===== config.mk =====
export PLATFORM = sky130hd
export DESIGN_NAME = crypt_sequencer
export DESIGN_NICKNAME = d
export VERILOG_FILES = /design/src/rtl/crypt_sequencer.sv
export SDC_FILE = /design/constraint.sdc
export NUM_CORES = 1
export LEC_CHECK = 0
export BUFFER_PORTS_ARGS = -buffer_cell sky130_fd_sc_hd__buf_2
export CAP_MARGIN = 20
export CORE_MARGIN = 2
export CORE_UTILIZATION = 40
export CTS_BUF_LIST = sky130_fd_sc_hd__clkbuf_8
export DETAILED_ROUTE_END_ITERATION = 12
export PLACE_DENSITY = 0.58
export SYNTH_ARGS = -nofsm -noshare
export SYNTH_HDL_FRONTEND = slang
export SYNTH_SLANG_ARGS = --single-unit

===== constraint.sdc =====
create_clock -name clk -period 2.9 [get_ports clk]
set_clock_uncertainty 0.15 [all_clocks]
set_input_delay 0.87 -clock clk [delete_from_list [all_inputs] [get_ports clk]]
set_output_delay 0.87 -clock clk [all_outputs]
set_load 0.01 [all_outputs]

===== src/rtl/crypt_sequencer.sv =====
// crypt_sequencer: transaction controller for the serial XOR-encryption datapath.
// Routes host bits to the key/message deserializers, waits for the encrypt stage,
// counts ciphertext bits leaving the serializer and reports done / timeout / abort.
//
// Ports:
//   clk, rst_n          clock, asynchronous active-low reset
//   ena                 global enable; all registers hold while low
//   iStart, iSkip_key   start a transaction (IDLE only), optionally skipping the key load
//   iAbort              cancel the current transaction (ignored in IDLE)
//   iHost_valid/bit     host serial stream; oHost_ready accepts it in the load states
//   oData_bit           registered bit forwarded to the deserializers
//   oKey_flag/oMsg_flag registered deserializer load flags
//   iEnc_done           completion pulse from the encrypt stage
//   iCt_flag            serializer output-valid, one per ciphertext bit
//   oBusy, oDone        not-IDLE indicator, one-cycle completion pulse
//   oTimeout            sticky stall indicator, cleared by the next accepted start
//   oState              current state encoding
module crypt_sequencer #(
    parameter int unsigned MSG_SIZE = 64,
    parameter int unsigned KEY_SIZE = 8,
    parameter int unsigned TIMEOUT  = 255
) (
    input  logic       clk,
    input  logic       rst_n,
    input  logic       ena,
    input  logic       iStart,
    input  logic       iSkip_key,
    input  logic       iAbort,
    input  logic       iHost_valid,
    input  logic       iHost_bit,
    output logic       oHost_ready,
    output logic       oData_bit,
    output logic       oKey_flag,
    output logic       oMsg_flag,
    input  logic       iEnc_done,
    input  logic       iCt_flag,
    output logic       oBusy,
    output logic       oDone,
    output logic       oTimeout,
    output logic [2:0] oState
);

    localparam int unsigned CNT_W = $clog2(MSG_SIZE) + 1;
    localparam int unsigned TMR_W = 8;

    typedef enum logic [2:0] {
        S_IDLE     = 3'd0,
        S_LOAD_KEY = 3'd1,
        S_LOAD_MSG = 3'd2,
        S_ENCRYPT  = 3'd3,
        S_DRAIN    = 3'd4,
        S_DONE     = 3'd5
    } state_t;

    state_t             state_q, state_d;
    logic [CNT_W-1:0]   cnt_q, cnt_d;
    logic [TMR_W-1:0]   tmr_q, tmr_d;
    logic [TMR_W-1:0]   tmr_inc_c;
    logic               data_q, data_d;
    logic               key_flag_q, key_flag_d;
    logic               msg_flag_q, msg_flag_d;
    logic               done_q, done_d;
    logic               timeout_q, timeout_d;
    logic               accept_c;

    // Status decoded straight from the state register
    assign oHost_ready = (state_q == S_LOAD_KEY) || (state_q == S_LOAD_MSG);
    assign oBusy       = (state_q != S_IDLE);
    assign oState      = 3'(state_q);
    assign oData_bit   = data_q;
    assign oKey_flag   = key_flag_q;
    assign oMsg_flag   = msg_flag_q;
    assign oDone       = done_q;
    assign oTimeout    = timeout_q;

    assign accept_c  = iHost_valid && oHost_ready;
    assign tmr_inc_c = tmr_q + TMR_W'(1);

    // State and datapath registers
    always_ff @(posedge clk or negedge rst_n) begin
        if (!rst_n) begin
            state_q    <= S_IDLE;
            cnt_q      <= '0;
            tmr_q      <= '0;
            data_q     <= 1'b0;
            key_flag_q <= 1'b0;
            msg_flag_q <= 1'b0;
            done_q     <= 1'b0;
            timeout_q  <= 1'b0;
        end else if (ena) begin
            state_q    <= state_d;
            cnt_q      <= cnt_d;
            tmr_q      <= tmr_d;
            data_q     <= data_d;
            key_flag_q <= key_flag_d;
            msg_flag_q <= msg_flag_d;
            done_q     <= done_d;
            timeout_q  <= timeout_d;
        end
    end

    // Next-state and registered-output logic
    always_comb begin
        state_d    = state_q;
        cnt_d      = cnt_q;
        tmr_d      = tmr_q;
        data_d     = data_q;
        key_flag_d = 1'b0;
        msg_flag_d = 1'b0;
        timeout_d  = timeout_q;
        done_d     = 1'b0;

        case (state_q)
            S_IDLE: begin
                if (iStart) begin
                    timeout_d = 1'b0;
                    cnt_d     = '0;
                    tmr_d     = '0;
                    state_d   = iSkip_key ? S_LOAD_MSG : S_LOAD_KEY;
                end
            end
            S_LOAD_KEY: begin
                if (accept_c) begin
                    data_d     = iHost_bit;
                    key_flag_d = 1'b1;
                    if (cnt_q == CNT_W'(KEY_SIZE - 1)) begin
                        state_d = S_LOAD_MSG;
                        cnt_d   = '0;
                    end else begin
                        cnt_d = cnt_q + CNT_W'(1);
                    end
                end
            end
            S_LOAD_MSG: begin
                if (accept_c) begin
                    data_d     = iHost_bit;
                    msg_flag_d = 1'b1;
                    if (cnt_q == CNT_W'(MSG_SIZE - 1)) begin
                        state_d = S_ENCRYPT;
                        cnt_d   = '0;
                        tmr_d   = '0;
                    end else begin
                        cnt_d = cnt_q + CNT_W'(1);
                    end
                end
            end
            S_ENCRYPT: begin
                // A completion arriving on the last stall cycle still wins
                if (iEnc_done) begin
                    state_d = S_DRAIN;
                    cnt_d   = '0;
                    tmr_d   = '0;
                end else if (tmr_inc_c == TMR_W'(TIMEOUT)) begin
                    state_d   = S_IDLE;
                    timeout_d = 1'b1;
                    cnt_d     = '0;
                    tmr_d     = '0;
                end else begin
                    tmr_d = tmr_inc_c;
                end
            end
            S_DRAIN: begin
                if (iCt_flag) begin
                    tmr_d = '0;
                    if (cnt_q == CNT_W'(MSG_SIZE - 1)) begin
                        state_d = S_DONE;
                        cnt_d   = '0;
                    end else begin
                        cnt_d = cnt_q + CNT_W'(1);
                    end
                end else if (tmr_inc_c == TMR_W'(TIMEOUT)) begin
                    state_d   = S_IDLE;
                    timeout_d = 1'b1;
                    cnt_d     = '0;
                    tmr_d     = '0;
                end else begin
                    tmr_d = tmr_inc_c;
                end
            end
            S_DONE: begin
                state_d = S_IDLE;
                cnt_d   = '0;
                tmr_d   = '0;
            end
            default: begin
                state_d = S_IDLE;
                cnt_d   = '0;
                tmr_d   = '0;
            end
        endcase

        // Abort overrides every same-cycle event outside IDLE
        if (iAbort && (state_q != S_IDLE)) begin
            state_d    = S_IDLE;
            cnt_d      = '0;
            tmr_d      = '0;
            data_d     = data_q;
            key_flag_d = 1'b0;
            msg_flag_d = 1'b0;
            timeout_d  = timeout_q;
        end

        done_d = (state_d == S_DONE);
    end

endmodule


==> key figures <==
Critical path
  – R2R depth: 6
  – WP data arrival: 1.47 ns
  – Critical path type: flop to output pin
  – Crit-path max cell delay: 0.43 ns
  – CP Launch Type: flop
  – Reg-to-reg startpoint: tmr_q[1]$_DFFE_PN0P_
  – Critical path peak fanout: 19
  – Critical R2R Capture: oDone$_DFFE_PN0P_
  – Crit path required time: 1.88 ns
  – CP max-delay cell: dfrtp_1
  – CP top delay family: flip-flops
  – CP cell instances: buf_4 > or3_1 > buf_2
  – Worst setup EP type: output pin
  – Critical path buffers and inverters: 2
  – R2R Setup Slk: 0.54 ns

Yosys
  – Top-count cell post-synth: dfrtp_1
  – Async set-reset flop share out of synthesis: 1.00
  – Synth top area share: 0.328
  – Ys Warns: 0
  – Yosys cell types: 62
  – Most common library cells after synthesis: 23 x dfrtp_1, 13 x nand2_1, 13 x o21ai_0
  – Top FF cell, synth: dfrtp_1
  – Seq/Total Area, Yosys: 0.328
  – Area leader, netlist: dfrtp_1
  – #FFs+latches synth: 23
  – Synth Instances: 202
  – Top post-synthesis cells by area: dfrtp_1 33%, o21ai_0 3.7%, a21oi_1 2.9%, and3_1 2.9%, nand2_1 2.8%
  – Post-synth EDFFs: 0
  – Mapped Area: 0.00175 mm2
  – Post-Syn Area per Cell: 8.68 um2
  – Syn nets: 215

Power
  – Clk pwr share: 0.158
  – Int Power: 0.751 mW
  – Part of the power in registers: 0.302
  – Peak supply drop: 0.239 mV
  – Switching share of power: 0.442
  – Gate power share: 0.539
  – P_leak: 0.887 nW
  – Cell Pwr Density: between 600 and 700 mW/mm2
  – Total power: between 1 and 1.5 mW
  – Psw: around 0.6 mW

Placed design
  – Pre-CTS setup slack: approximately 0.42 ns
  – Port bufs: 19
  – Placer Congestion: ~0.9
  – Placed cell count: approximately 270
  – Detailed Place HPWL: around 3.2 mm
  – Placement Cell Area: 0.00191 mm2

Global route
  – First-pass GRT wire length: 7.48 mm
  – GRT Util Overall: 0.189
  – Largest net degree at the start of global routing: 24
  – Total congestion overflow: 0
  – Number of antenna violations at the first check in global routing: 0
  – Vias in the first global route: about 1500

Clocking
  – Post-CTS Hold Buffers: 0
  – Total of cells resized after clock tree synthesis: 0
  – Sink Count: 23
  – Post-CTS setup buffer count: 0
  – CTS root buf: clkbuf_8
  – Clock transition at the registers of the reported paths: approximately 0.09 ns
  – CTS tree: built
  – Worst-Skew Late Latency: 0.27 ns
  – Max Root-Sink Buffers: 2
  – Num CTS Buffers: 3
  – CTS H-Tree Depth: 1

Timing
  – Final WS setup: slightly above 0.4 ns
  – Setup violators final: 0
  – Worst slew margin: 0.562
  – Final Max Tran Viols: 0
  – Worst slew pin tran: 0.649 ns
  – Fin. Hold Viols: 0
  – RSZ-0062 raised after global routing: false
  – Hold slack: approximately 0.36 ns
  – TNS Setup: 0 ns
  – Max Clock Freq: 0.402 GHz
  – Tmin final: 2.49 ns
  – Tcrit/Tclk final: 0.858

Floorplan
  – Die Ht: between 70 and 80 um
  – # rows: 24
  – Initial Util: 0.408
  – Die area: 0.00493 mm2
  – Chip Width: 70.2 um
  – Area of the core: 0.00429 mm2
  – Num ports: 20

Detailed routing
  – Routed length per placed instance: between 15 and 20 um
  – Via density: 5.83
  – Via Count: approximately 1600
  – Routed WL: around 4.4 mm
  – Residual DRC count: 0
  – Final ANT Viol Nets: 0
  – DRT Pass-1 Iters: 4
  – Number of DRC markers in iteration 0: 134

Cells and area
  – ANT cells: 0
  – Final non-filler cell total: around 270
  – FILL cells: between 400 and 500
  – Share of layout cells above drive strength 1: 0.195
  – Nets: 235
  – Design area: approximately 0.0020 mm2
  – Final Util: 0.455
  – Area delta synth->final: 11.4%

Flow run
  – Number of max-cap violations: 0

Hold path
  – Worst hold stages: 1
  – Hold wc startpoint: oData_bit$_DFFE_PN0P_
  – Hold WC Path Type: flop to flop
  – Hold EP: oData_bit$_DFFE_PN0P_

Run status
  – Status: finished, final reports clean
[how the worst max path moves through the flow]
stage,from,endpoint,slack [ns],cells after the start
5_1_grt,oState[0]$_DFFE_PN0P_,oHost_ready,0.34,3
4_1_cts,oState[2]$_DFFE_PN0P_,oBusy,0.41,3
6_report,oState[2]$_DFFE_PN0P_,oBusy,0.41,3
2_1_floorplan,iHost_valid,cnt_q[3]$_DFFE_PN0P_,0.53,6
3_5_place_dp,iAbort,oState[1]$_DFFE_PN0P_,0.42,6
3_3_place_gp,iAbort,oState[1]$_DFFE_PN0P_,0.44,6
[cell type report]
type / count / area (um2) / share of cell area
clock buffers: 3 / 41.3 / 0.0211
clock inverters: 1 / 5.00 / 0.00256
inverters: 12 / 45.0 / 0.0231
multi-input cells: 154 / 1060 / 0.542
flip-flops and latches: 23 / 576 / 0.295
well taps: 52 / 65.1 / 0.0333
repair buffers: 28 / 163 / 0.0833
[power groups by stage]
stage          Sequential [mW]  Combinational (mW)  Clock, mW
4_1_cts                  0.406               0.723      0.220
5_1_grt                  0.415               0.809      0.234
3_3_place_gp             0.414               0.725          0
6_report                 0.407               0.726      0.213
2_1_floorplan            0.407               0.522          0
3_5_place_dp             0.412               0.722          0
[registers in the layout (all words and copies together) (netlist names)]
signal and cells:
tmr_q 8, cnt_q 7, oState 3, oData_bit 1, oDone 1, oKey_flag 1, oMsg_flag 1, oTimeout 1
[logic make-up (layout without fill, tap and decap cells)]
group | after synthesis | count (layout) | synth area share
multiplexers | 4 | 4 | 0.0243
XOR/XNOR | 3 | 3 | 0.0150
flip-flops | 23 | 23 | 0.328
AO/OA/AOI/OAI | 77 | 77 | 0.328
AND/OR/NAND/NOR | 67 | 67 | 0.215
adder cells (fa/ha/maj) | 3 | 3 | 0.0214
buffers and inverters | 25 | 44 | 0.0678
[placed cells by master (no fill, tap or decap), drive strengths merged, types with 3 or more instances in the layout]
cell,instances
a211oi,6
a21o,4
a21oi,11
a22o,5
a31oi,7
and2,3
and3,8
buf,28
clkbuf,3
dfrtp,23
ha,3
inv,12
nand2,13
nand2b,4
nand3,6
nand4,3
nor2,8
nor2b,6
nor3,4
o21a,3
o21ai,15
o22ai,4
[routing by layer]
| metal | global-route usage | vias to the layer above | routed length (um) |
|---|---|---|---|
| met1 | 0.285 | 757 | 2320 |
| met4 | 0.0385 | 0 | 25 |
| met2 | 0.290 | 36 | 1910 |
| met5 | 0 | - | 0 |
| li1 | - | 797 | - |
| met3 | 0.0260 | 2 | 163 |
Power figures use the tool's default switching activity.
